[src/rtl/ac97_pkg.sv]
// Shared constants for the AC'97 command scheduler: codec register
// addresses, init table length, FSM states and the volume encoder.
package ac97_pkg;

  localparam logic [6:0] REG_MASTER  = 7'h02;
  localparam logic [6:0] REG_HP      = 7'h04;
  localparam logic [6:0] REG_LINE_IN = 7'h10;
  localparam logic [6:0] REG_PCM_OUT = 7'h18;
  localparam logic [6:0] REG_REC_SEL = 7'h1A;

  localparam int INIT_LEN = 5;

  localparam logic [15:0] PCM_OUT_GAIN = 16'h0808;
  localparam logic [15:0] REC_SEL_MIC  = 16'h0000;

  typedef enum logic [2:0] {
    WAIT_READY,
    INIT_ISSUE,
    INIT_WAIT,
    RUN_IDLE,
    RUN_WAIT
  } state_t;

  // Codec volume fields are attenuation, so a louder setting
  // maps to a smaller field value on both channels.
  function automatic logic [15:0] vol_word(input logic [4:0] vol);
    logic [4:0] att;
    att = 5'd31 - vol;
    return {3'b000, att, 3'b000, att};
  endfunction

endpackage

[src/rtl/ac97_rr_arbiter.sv]
// Two-way round-robin arbiter with an internal priority pointer.
// Ports: clk, rst, clear, en, req[1:0] in; gnt[1:0] one-hot out.
module ac97_rr_arbiter (
  input  logic       clk,
  input  logic       rst,
  input  logic       clear,
  input  logic       en,
  input  logic [1:0] req,
  output logic [1:0] gnt
);

  logic ptr_q;

  always_comb begin
    gnt = 2'b00;
    if (en) begin
      if (req == 2'b11) begin
        gnt = ptr_q ? 2'b10 : 2'b01;
      end else begin
        gnt = req;
      end
    end
  end

  // The pointer flips on every grant, whoever won it.
  always_ff @(posedge clk) begin
    if (rst || clear) begin
      ptr_q <= 1'b0;
    end else if (|gnt) begin
      ptr_q <= ~ptr_q;
    end
  end

endmodule

[src/rtl/ac97_cmd_scheduler.sv]
// Issues the codec init table, then arbitrates two register writers.
// Ports: CLK/Rst, codec_ready, done in; validate/Register/command out;
// req0/req1 valid/addr/data in, ack out; init_done, busy, timeout_err.
module ac97_cmd_scheduler
  import ac97_pkg::*;
#(
  parameter logic [4:0]  MasterVolume  = 5'd22,
  parameter logic [4:0]  HPVolume      = 5'd22,
  parameter logic [4:0]  LineInVolume  = 5'd22,
  parameter logic [15:0] TimeoutCycles = 16'd4096
) (
  input  logic        CLK,
  input  logic        Rst,
  input  logic        codec_ready,
  input  logic        done,
  output logic        validate,
  output logic [7:0]  Register,
  output logic [15:0] command,
  input  logic        req0_valid,
  input  logic [6:0]  req0_addr,
  input  logic [15:0] req0_data,
  output logic        req0_ack,
  input  logic        req1_valid,
  input  logic [6:0]  req1_addr,
  input  logic [15:0] req1_data,
  output logic        req1_ack,
  output logic        init_done,
  output logic        busy,
  output logic        timeout_err
);

  localparam logic [2:0] LAST = 3'(INIT_LEN - 1);

  state_t      state_q, state_d;
  logic [2:0]  idx_q, idx_d;
  logic [15:0] cnt_q, cnt_d;
  logic        val_q, val_d;
  logic [7:0]  reg_q, reg_d;
  logic [15:0] cmd_q, cmd_d;
  logic [1:0]  ack_q, ack_d;
  logic        idone_q, idone_d;
  logic        terr_q, terr_d;
  logic        gsel_q, gsel_d;

  logic [6:0]  init_addr;
  logic [15:0] init_data;
  logic [1:0]  gnt;
  logic        arb_en;
  logic        tmo;

  always_comb begin
    init_addr = REG_MASTER;
    init_data = vol_word(MasterVolume);
    case (idx_q)
      3'd1: begin
        init_addr = REG_HP;
        init_data = vol_word(HPVolume);
      end
      3'd2: begin
        init_addr = REG_LINE_IN;
        init_data = vol_word(LineInVolume);
      end
      3'd3: begin
        init_addr = REG_PCM_OUT;
        init_data = PCM_OUT_GAIN;
      end
      3'd4: begin
        init_addr = REG_REC_SEL;
        init_data = REC_SEL_MIC;
      end
      default: ;
    endcase
  end

  // No grant during the ack cycle: the acked requester is
  // still holding valid until it sees the pulse.
  assign arb_en = (state_q == RUN_IDLE) && codec_ready
                && (ack_q == 2'b00);

  ac97_rr_arbiter u_arb (
    .clk   (CLK),
    .rst   (Rst),
    .clear (~codec_ready),
    .en    (arb_en),
    .req   ({req1_valid, req0_valid}),
    .gnt   (gnt)
  );

  assign tmo = (cnt_q == TimeoutCycles - 16'd1);

  always_comb begin
    state_d = state_q;
    idx_d   = idx_q;
    cnt_d   = cnt_q;
    val_d   = val_q;
    reg_d   = reg_q;
    cmd_d   = cmd_q;
    ack_d   = 2'b00;
    idone_d = idone_q;
    terr_d  = terr_q;
    gsel_d  = gsel_q;
    if (!codec_ready) begin
      state_d = WAIT_READY;
      idx_d   = 3'd0;
      cnt_d   = 16'd0;
      val_d   = 1'b0;
      idone_d = 1'b0;
    end else begin
      unique case (state_q)
        WAIT_READY: begin
          state_d = INIT_ISSUE;
          idx_d   = 3'd0;
        end
        INIT_ISSUE: begin
          val_d   = 1'b1;
          reg_d   = {1'b0, init_addr};
          cmd_d   = init_data;
          cnt_d   = 16'd0;
          state_d = INIT_WAIT;
        end
        INIT_WAIT: begin
          if (done || tmo) begin
            val_d = 1'b0;
            if (!done) terr_d = 1'b1;
            if (idx_q == LAST) begin
              idone_d = 1'b1;
              idx_d   = 3'd0;
              state_d = RUN_IDLE;
            end else begin
              idx_d   = idx_q + 3'd1;
              state_d = INIT_ISSUE;
            end
          end else begin
            cnt_d = cnt_q + 16'd1;
          end
        end
        RUN_IDLE: begin
          if (|gnt) begin
            val_d   = 1'b1;
            gsel_d  = gnt[1];
            reg_d   = {1'b0, gnt[1] ? req1_addr : req0_addr};
            cmd_d   = gnt[1] ? req1_data : req0_data;
            cnt_d   = 16'd0;
            state_d = RUN_WAIT;
          end
        end
        RUN_WAIT: begin
          if (done || tmo) begin
            val_d   = 1'b0;
            if (!done) terr_d = 1'b1;
            ack_d   = gsel_q ? 2'b10 : 2'b01;
            state_d = RUN_IDLE;
          end else begin
            cnt_d = cnt_q + 16'd1;
          end
        end
        default: state_d = WAIT_READY;
      endcase
    end
  end

  always_ff @(posedge CLK) begin
    if (Rst) begin
      state_q <= WAIT_READY;
      idx_q   <= 3'd0;
      cnt_q   <= 16'd0;
      val_q   <= 1'b0;
      reg_q   <= 8'h00;
      cmd_q   <= 16'h0000;
      ack_q   <= 2'b00;
      idone_q <= 1'b0;
      terr_q  <= 1'b0;
      gsel_q  <= 1'b0;
    end else begin
      state_q <= state_d;
      idx_q   <= idx_d;
      cnt_q   <= cnt_d;
      val_q   <= val_d;
      reg_q   <= reg_d;
      cmd_q   <= cmd_d;
      ack_q   <= ack_d;
      idone_q <= idone_d;
      terr_q  <= terr_d;
      gsel_q  <= gsel_d;
    end
  end

  assign validate    = val_q;
  assign busy        = val_q;
  assign Register    = reg_q;
  assign command     = cmd_q;
  assign req0_ack    = ack_q[0];
  assign req1_ack    = ack_q[1];
  assign init_done   = idone_q;
  assign timeout_err = terr_q;

endmodule

[config.mk]
export PLATFORM = sky130hd
export DESIGN_NAME = ac97_cmd_scheduler
export DESIGN_NICKNAME = d
export VERILOG_FILES = /design/src/rtl/ac97_pkg.sv /design/src/rtl/ac97_rr_arbiter.sv /design/src/rtl/ac97_cmd_scheduler.sv
export SDC_FILE = /design/constraint.sdc
export NUM_CORES = 1
export LEC_CHECK = 0
export ABC_AREA = 1
export BUFFER_PORTS_ARGS = -buffer_cell sky130_fd_sc_hd__buf_2
export CORE_MARGIN = 2
export CORE_UTILIZATION = 57
export CTS_BUF_LIST = sky130_fd_sc_hd__clkbuf_16
export CTS_CLUSTER_SIZE = 12
export DETAILED_ROUTE_END_ITERATION = 10
export PLACE_DENSITY = 0.84
export SLEW_MARGIN = 20
export SYNTH_ARGS = -nofsm -noshare
export SYNTH_HDL_FRONTEND = slang
export SYNTH_SLANG_ARGS = --single-unit
[constraint.sdc]
create_clock -name CLK -period 2.5 [get_ports CLK]
set_input_delay 0.25 -clock CLK [delete_from_list [all_inputs] [get_ports CLK]]
set_output_delay 0.25 -clock CLK [all_outputs]
set_load 0.01 [all_outputs]
# Word-level counts from Yosys, hierarchy flattened
# Index checks and enable logic that the tools add are counted.
dict set report word_totals {
  output_inout_bits 30
  reg_bits 53
  inputBits 52
}
dict set report op_classes {
  eq_ne 15
  n_mux 26
  n_reduce_logical 21
  bitwise_logic 5
  n_addsub 2
}
# op count
set ops {}
lappend ops {{$mux 16} 4}
lappend ops {{$pmux 16 s3} 1}
lappend ops {{$pmux 16 s2} 1}
lappend ops {{$pmux 12 s2} 1}
lappend ops {{$pmux 5 s4} 1}
lappend ops {{$reduce_and 3->1} 6}
lappend ops {{$add 16x1->16 const B} 1}
lappend ops {{$eq 16x12->1 const B} 1}
lappend ops {{$pmux 8 s2} 1}
lappend ops {{$mux 3} 5}
lappend ops {{$pmux 3 s5} 1}
lappend ops {{$eq 3x2->1 const B} 4}
lappend ops {{$mux 2} 5}
lappend ops {{$mux 8} 1}
lappend ops {{$mux 7} 1}
lappend ops {{$eq 3x1->1 const B} 2}
lappend ops {{$eq 3x3->1 const B} 2}
lappend ops {{$ne 2x2->1 const B} 3}
lappend ops {{$pmux 3 s2} 1}
lappend ops {{$reduce_or 2->1} 3}
lappend ops {{$not 1->1} 5}
lappend ops {{$ne 2x1->1 const B} 2}
lappend ops {{$reduce_and 4->1} 1}
lappend ops {{$reduce_bool 2->1} 2}
lappend ops {{11 further kinds} 14}

# Logic depth before layout (Yosys ltp)
# Gate-level depths: netlist of run 1.
dict set report depth {
  ltp_word 7
  ltp_mapped 12
  mapped_depth_nobuf 11
}

# Modules after synthesis
# From an unflattened synthesis of run 1, not the netlist that was laid out.
dict set report hier_totals {
  hier_cells 474
  hier_area_um2 3010.4
}
# mod cells_per_inst n_inst area_per_inst_um2
set by_module_without_submodules {}
lappend by_module_without_submodules {ac97_cmd_scheduler 463 1 2947.8}
lappend by_module_without_submodules {ac97_rr_arbiter 11 1 62.6}

# Worst setup path after synthesis of run 1
# No wires, ideal clock.
dict set report synth_path {
  path_type {register -> register}
  startpoint {register cnt_q[0]}
  endpoint {register val_q, in the netlist busy}
  setup_time_ns 0.128
  stages_incl_launch_ff 10
  t_arrival_ns 1.439
  required_time_ns 2.372
  synth_period_minus_slack_ns 1.567
  slack_ns 0.933
  cell_sequence {dfxtp_1 ha_1 nand3_1 nor2_1 nand2_1 nand2_2 nand2_1 buf_2 a21oi_1 nor2_1}
}
dict set report synth_between {
  elab_chain_len 4
}
# element line
set synth_lines {}
lappend synth_lines {{from (decl)} ac97_cmd_scheduler.sv:36} ;# logic [15:0] cnt_q, cnt_d;
lappend synth_lines {{from (signal assigned)} ac97_cmd_scheduler.sv:177} ;# cnt_q <= cnt_d;
lappend synth_lines {{$eq 16x12->1} ac97_cmd_scheduler.sv:89} ;# assign tmo = (cnt_q == TimeoutCycles - 16'd1);
lappend synth_lines {{$logic_or 1x1->1} {ac97_cmd_scheduler.sv:122, ac97_cmd_scheduler.sv:148}}
lappend synth_lines {{$ne 2x1->1 (no source line)} n/a}
lappend synth_lines {{$reduce_and 3->1 (no source line)} n/a}
lappend synth_lines {{to (signal assigned)} ac97_cmd_scheduler.sv:178} ;# val_q <= val_d;
lappend synth_lines {{to (decl)} ac97_cmd_scheduler.sv:37} ;# logic val_q, val_d;
# No other way between the ends.
# A chain may end at the register's enable or synchronous reset.

# Worst setup path in the final report of run 1
dict set report layout_path {
  startpoint {register state_q[1]}
  endpoint {register cmd_q[8], in the netlist command[8]}
}
dict set report layout_between {
  elab_chain_len 7
}
# element line
set layout_lines {}
lappend layout_lines {{from (decl)} ac97_cmd_scheduler.sv:34} ;# state_t state_q, state_d;
lappend layout_lines {{from (signal assigned)} ac97_cmd_scheduler.sv:175} ;# state_q <= state_d;
lappend layout_lines {{$eq 3x2->1} {ac97_cmd_scheduler.sv:77, ac97_cmd_scheduler.sv:109}}
lappend layout_lines {{$logic_and 1x1->1} ac97_cmd_scheduler.sv:77} ;# assign arb_en = (state_q == RUN_IDLE) && codec_ready
lappend layout_lines {{$logic_and 1x1->1} ac97_cmd_scheduler.sv:78} ;# && (ack_q == 2'b00);
lappend layout_lines {{$mux 2} ac97_rr_arbiter.sv:16} ;# if (en) begin
lappend layout_lines {{$mux 16 / $reduce_or 2->1 (equally long branches)} {ac97_cmd_scheduler.sv:142, ac97_cmd_scheduler.sv:138}}
lappend layout_lines {{$mux 16 / $ne 2x1->1 (equally long branches)} n/a}
lappend layout_lines {{$pmux 16 s2 / $reduce_and 3->1 (equally long branches)} n/a}
lappend layout_lines {{to (signal assigned)} ac97_cmd_scheduler.sv:180} ;# cmd_q <= cmd_d;
lappend layout_lines {{to (decl)} ac97_cmd_scheduler.sv:39} ;# logic [15:0] cmd_q, cmd_d;
# Several ways; a longest one is shown, not always the timed one. The select of a mux whose other input is x is not followed.

==> results of run 1 <==
==> stage by stage <==
step,cell area [um^2],hold slack [ns],worst slack (ns)
2_1_floorplan,2990,0.413,0.933
3_3_place_gp,3380,0.429,0.492
3_5_place_dp,3380,0.438,0.367
4_1_cts,3550,0.297,0.399
5_1_grt,3550,0.307,0.230
6_report,3550,0.303,0.368
==> kinds of logic (layout without fill, tap and decap cells) <==
logic type,Yosys count,in the layout
simple gates,288,288
buf+inv,66,138
compound gates,57,57
flops,52,52
fa+ha+maj,6,6
xor+xnor,3,3
other cells,1,1
==> routing by layer <==
metal,vias up,global-route usage
met2,112,0.447
li1,1639,-
met3,6,0.0438
met4,0,0.0673
met5,-,0
met1,1472,0.356
==> sequential cells by signal, indices dropped and copies added, names as in the netlist <==
register	count
Register	7
command	16
u_arb.ptr_q	1
busy	1
idx_q	3
cnt_q	16
ack_q	2
init_done	1
state_q	3
gsel_q	1
timeout_err	1
==> final cells by class <==
class / count / area [um^2]
clock buffer: 5 / 125
tap: 70 / 87.6
multi-input combinational: 355 / 1660
inverter: 48 / 183
timing repair buffer: 82 / 415
fill: 447 / 1530
clock inverter: 3 / 38.8
sequential: 52 / 1040
==> layout by cell type (no fill, tap or decap), types with 5 or more instances in the layout <==
master | netlist | layout
a21oi_1 | 41 | 41
nand2_2 | 6 | 6
nand2_1 | 156 | 156
nor3_1 | 5 | 5
clkbuf_16 | 0 | 5
inv_1 | 42 | 43
nor2_1 | 53 | 53
nand3_1 | 54 | 54
o21ai_0 | 10 | 10
ha_1 | 6 | 6
buf_2 | 4 | 80
dfxtp_1 | 52 | 52
==> critical path: stages, from the launching register on <==
cell and delay [ns]:
dfxtp_1 0.48, nand3_4 0.22, nor2_8 0.36, nand2_4 0.10
nand2_4 0.10, nand2_2 0.23, inv_2 0.22, nand2_1 0.09
nor2_1 0.14, nor2_1 0.08
==> power by group <==
group / switching (uW) / internal (uW)
sequential: 10.3 / 840
combinational: 112 / 67.6
clock: 282 / 467
==> how the worst min path moves through the flow <==
stage                             from         end  depth (start not counted)
after floorplan                 gsel_q    ack_q[0]                          1
after global placement          gsel_q    ack_q[0]                          1
after detailed placement        gsel_q    ack_q[1]                          2
after CTS                 req0_data[5]  command[5]                          5
after global routing      req0_data[7]  command[7]                          5
final                     req0_data[5]  command[5]                          5
==> results.txt, run 1 <==
WL met2 - 3.52 mm
Synthesized cell area - 2990 um^2
Drt total wl - 7.61 mm
Final core occ - 0.699
Reg clk slew, reported paths - 0.06 ns
GR Overflow Total - 0
Compound-cell area share of the yosys netlist - 0.100
GRT Total Usage - 0.266
Setup TNS - 0 ns
Largest net degree at the start of global routing - 26
CTS H-tree depth - 2
Die boundary height - 76.5 um
CTS tree - yes
HP Class - input pin to register
Simple-Gate Fraction of Synth Area - 0.418
CTS sink cnt - 52
Routability-driven placement congestion ratio - 0.905
Mapped Cells - 473
ANT cells - 0
Max layer used - met4
WL met1 - 3.57 mm
Final Cycle Share - 0.853
Skew final - 0.00690 ns
Number of setup buffers added after CTS - 0
Vias - 3229
Final setup violation count - 0
Syn_area_per_cell - 6.33 um^2
Slew headroom - 0.438
Post-DRT Antenna Nets - 0
Post-route DRC - 0
FP Rows - 26
CP Capture Type - register
Largest family of logic cells by synthesized area - simple AND/OR/NAND/NOR gates
Met3 WL - 462 um
Hpwl dp - 5.59 mm
Share of the synthesized area in the top cell type - 0.348
Area leader, netlist - dfxtp_1
I/O pin cnt - 82
Post-Syn Nets - 531
Vias in the first global route - 2972
Layout area overhead - 18.5%
Startpoint types - register
IR drop worst, VDD - 339 uV
Ys async rst share - 0
Die X - 76.5 um
Pins Over Slew Limit - 0
Register area share after synthesis - 0.348
Yosys reg bits - 52
Mux cell area share after synthesis - 0
Status - completed
Core ar. - 5070 um^2
Clock buffer depth - 2
Synth Flop Type - dfxtp_1
Post-route insts no fill - 615
Drt first pass iters - 5
DR iter-0 viols - 154
Setup CP Type - register to register
Max Cap Violations - 0
Critical Path Start - state_q[1]
Clock latency on the worst-skew pair - 0.28 ns
Worst reg2reg startpoint - state_q[1]
Lkg Pwr - 0.00169 uW
Top post-synthesis cells by count - 156 x nand2_1, 54 x nand3_1, 53 x nor2_1, 52 x dfxtp_1, 42 x inv_1
Reg2Reg Setup Slack - 0.37 ns
Layout cells sized above 1 - 0.202
CTS Buf Count - 5
CTS resizes - 0
Cell total after placement - 607
CP Max Fanout - 25
IO Port Bufs - 80
Synth cell types - 33
Capturing point of the worst reg2reg path - command[8]
Number of flops mapped to enable cells by yosys - 0
Power Total - 1780 uW
Synth warn - 0
Area contributors post-synth - dfxtp_1 35%, nand2_1 20%, nand3_1 9.0%
CP required - 2.66 ns
Final #Nets - 602
Xor/xnor share of the synthesized area - 0.00878
Starting Density - 0.590
Worst-Margin Slew - 0.840 ns
Initial antenna violation count - 0
Hold Vio Cnt, Final - 0
Routed wire length per instance - 12.4 um
Global-route wire length before repair - 13.1 mm
End of the critical path - command[8]
Power Density - 502 nW/um^2
Hold-fix buffers, CTS - 0
Synth Area in Adders - 0.0251
RSZ-0062 raised after global routing - false
Reg2Reg Depth - 9
CP arrival - 2.29 ns
Die footprint - 5850 um^2
CTS Root Cell - clkbuf_16
Top-count cell post-synth - nand2_1
Fmax - 469 MHz
Final min period - 2.13 ns
Vias per cell - 5.25
No activity file was read; power rests on OpenSTA's default activity.
==> inputs of run 2 (changes only) <==
HOLD_SLACK_MARGIN = 0.1   (was default)
SYNTH_HIERARCHICAL = 1   (was default)
==> run 2 against run 1 <==
Sequential power down 0.7%. Via count down 0.56%. Power up 0.22%. Hold slack worse by 0.0010 ns. Critical path type unchanged. Highest routed layer unchanged.
==> results.txt, run 2 <==
Design Area, Final - 3610 um^2 (was 3550 um^2)
Simple-Gate Fraction of Synth Area - 0.397 (was 0.418)
Global-route wire length before repair - 12.6 mm (was 13.1 mm)
Synth warn - 6 (was 0)
Layout area overhead - 19.8% (was 18.5%)
Die footprint - 5880 um^2 (was 5850 um^2)
Most frequent cells in the layout - 179 x nand2_1, 80 x buf_2, 52 x dfxtp_1, 43 x inv_1, 43 x a21oi_1 (was 156 x nand2_1, 80 x buf_2, 54 x nand3_1, 53 x nor2_1, 52 x dfxtp_1)
Lkg Pwr - 0.00165 uW (was 0.00169 uW)
Hold WS - 0.302 ns (was 0.303 ns)
I/O pin cnt - 82 (unchanged)
Vias in the first global route - 2868 (was 2972)
Top post-synthesis cells by count - 179 x nand2_1, 52 x dfxtp_1, 44 x a21oi_1, 44 x inv_1, 39 x nand3_1 (was 156 x nand2_1, 54 x nand3_1, 53 x nor2_1, 52 x dfxtp_1, 42 x inv_1)
Critical Path Start - state_q[2] (was state_q[1])
DR iter-0 viols - 150 (was 154)
Met1 usage - 0.302 (was 0.356)
Hpwl dp - 5.49 mm (was 5.59 mm)
Worst-Margin Slew - 0.534 ns (was 0.840 ns)
Routed wire length per instance - 12.2 um (was 12.4 um)
Max Cap Violations - 0 (unchanged)
Xor/xnor share of the synthesized area - 0 (was 0.00878)
Post-route insts no fill - 619 (was 615)
Pins Over Slew Limit - 0 (unchanged)
Ys async rst share - 0 (unchanged)
Register area share after synthesis - 0.346 (was 0.348)
Reg2Reg Depth - 13 (was 9)
Met2 usage - 0.480 (was 0.447)
Largest family of logic cells by synthesized area - simple AND/OR/NAND/NOR gates (unchanged)
FILL cells - 456 (was 447)
RSZ-0062 raised after global routing - false (unchanged)
CP Capture Type - register (unchanged)
Post-place instance area - 3400 um^2 (was 3380 um^2)
Setup CP Type - register to register (unchanged)
Status - completed (unchanged)
Final min period - 2.25 ns (was 2.13 ns)
Skew final - 0.00570 ns (was 0.00690 ns)
Die X - 76.7 um (was 76.5 um)
Top-count cell post-synth - nand2_1 (unchanged)
Power Density - 494 nW/um^2 (was 502 nW/um^2)
Slew headroom - 0.642 (was 0.438)
Vias - 3211 (was 3229)
CTS Root Cell - clkbuf_16 (unchanged)
Most common cell after layout, fill and taps aside - nand2_1 (unchanged)
Synth cell types - 36 (was 33)
GR met3 Demand/Resource - 0.0553 (was 0.0438)
Layout cells sized above 1 - 0.213 (was 0.202)
Post-DRT Antenna Nets - 0 (unchanged)
Capturing point of the worst reg2reg path - command[12] (was command[8])
Number of flops mapped to enable cells by yosys - 0 (unchanged)
Synth Area in Adders - 0.0249 (was 0.0251)
Synthesized cell area - 3010 um^2 (was 2990 um^2)
Starting Density - 0.589 (was 0.590)
CTS sink cnt - 52 (unchanged)
Synth Flop Type - dfxtp_1 (unchanged)
HP Class - input pin to register (unchanged)
Final Cycle Share - 0.898 (was 0.853)
Routability-driven placement congestion ratio - 0.858 (was 0.905)
Core ar. - 5110 um^2 (was 5070 um^2)
End of the critical path - command[12] (was command[8])
Final setup violation count - 0 (unchanged)
Final setup margin - 0.254 ns (was 0.368 ns)
Drt first pass iters - 4 (was 5)
FP Rows - 26 (unchanged)
Syn_area_per_cell - 6.35 um^2 (was 6.33 um^2)
Fmax - 445 MHz (was 469 MHz)
Largest net degree at the start of global routing - 25 (was 26)
Share of the synthesized area in the top cell type - 0.346 (was 0.348)
GRT Total Usage - 0.261 (was 0.266)
Area leader, netlist - dfxtp_1 (unchanged)
Cell total after placement - 609 (was 607)
CP arrival - 2.39 ns (was 2.29 ns)
Final #Nets - 606 (was 602)
Clock buffer depth - 2 (unchanged)
CP Max Fanout - 12 (was 25)
Initial antenna violation count - 0 (unchanged)
Mapped Cells - 474 (was 473)
Post-route DRC - 0 (unchanged)
Hold Vio Cnt, Final - 0 (unchanged)
Startpoint types - register (unchanged)
Reg2Reg Setup Slack - 0.25 ns (was 0.37 ns)
Pre-CTS setup slack - 0.0866 ns (was 0.367 ns)
Area contributors post-synth - dfxtp_1 35%, nand2_1 22%, a21oi_1 7.3% (was dfxtp_1 35%, nand2_1 20%, nand3_1 9.0%)
IR drop worst, VDD - 422 uV (was 339 uV)
Setup TNS - 0 ns (unchanged)
IO Port Bufs - 80 (unchanged)
Compound-cell area share of the yosys netlist - 0.125 (was 0.100)
Worst reg2reg startpoint - state_q[2] (was state_q[1])
Die boundary height - 76.7 um (was 76.5 um)
ANT cells - 0 (unchanged)
Post-Syn Nets - 532 (was 531)
CTS H-tree depth - 2 (unchanged)
Mux cell area share after synthesis - 0 (unchanged)
CTS Buf Count - 5 (unchanged)
CP required - 2.65 ns (was 2.66 ns)
Clock latency on the worst-skew pair - 0.29 ns (was 0.28 ns)
CTS tree - yes (unchanged)
Yosys reg bits - 52 (unchanged)
Vias per cell - 5.19 (was 5.25)
Reg clk slew, reported paths - 0.07 ns (was 0.06 ns)
GR Overflow Total - 0 (unchanged)
GRT busiest layer - met2 (unchanged)
Drt total wl - 7.56 mm (was 7.61 mm)
## run 2: cell types whose count changed after synthesis, sizes merged, moves of 2 or more
cell / delta
nand2: +19
nor2: -14
nand3: -12
a21oi: +5
buf: +2
o211a: +2
o21a: -2
xor2: -2
## run 2: per-layer routing
metal / up-vias / wire, um
met5: - / 0
met4: 0 / 74
met3: 7 / 381
met2: 92 / 3860
met1: 1458 / 3250
li1: 1654 / -
## run 2: cell type report
type,count,area (um^2),share of cell area
flip-flops and latches,52,1040,0.289
repair inverters,1,5.00,0.00139
multi-input cells,354,1680,0.464
clock inverters,3,42.5,0.0118
well taps,70,87.6,0.0243
repair buffers,85,438,0.121
clock buffers,5,125,0.0347
inverters,49,193,0.0534
## run 2: cell families after synthesis
group           after synthesis
other cells                   1
fa+ha+maj                     6
compound gates               67
flops                        52
buf+inv                      68
simple gates                280
## run 2: worst max-delay path, cell delays in order, from the launching register on
cell	delay (ns)
dfxtp_1	0.32
inv_1	0.13
nand2_1	0.11
nor2_2	0.12
inv_1	0.10
nor4_2	0.17
nand2_1	0.16
a21oi_2	0.18
inv_2	0.14
nand3_4	0.14
nand3_4	0.16
buf_4	0.22
nand2_1	0.06
a21oi_1	0.07
## run 2: how the worst min path moves through the flow
| stage | startpoint | to | depth (start not counted) |
|---|---|---|---|
| after global placement | gsel_q | ack_q[0] | 1 |
| after detailed placement | gsel_q | ack_q[1] | 2 |
| after global routing | codec_ready | timeout_err | 3 |
| after floorplan | Rst | u_arb/ptr_q | 3 |
| final | req0_addr[5] | Register[5] | 5 |
| after CTS | codec_ready | timeout_err | 3 |
## run 2: metrics by stage
step,power [uW],utilization
floorplan,964,-
global placement,1020,0.666
detailed placement,1020,0.666
CTS,1800,0.698
global route,1850,0.706
finish,1780,0.706
## run 2: power breakdown
part / internal, uW / switching [uW] / leakage (uW)
Clock: 471 / 302 / 0.0000814
Sequential: 837 / 7.42 / 0.000420
Combinational: 64.9 / 101 / 0.00115
Total: 1370 / 410 / 0.00165
## run 2: timing repair
action                     CTS  global route
setup endpoints to repair    0            35
gates resized for setup      0             5
hold endpoints to repair     0             0
hold buffers                 0             0
setup buffers                0             1
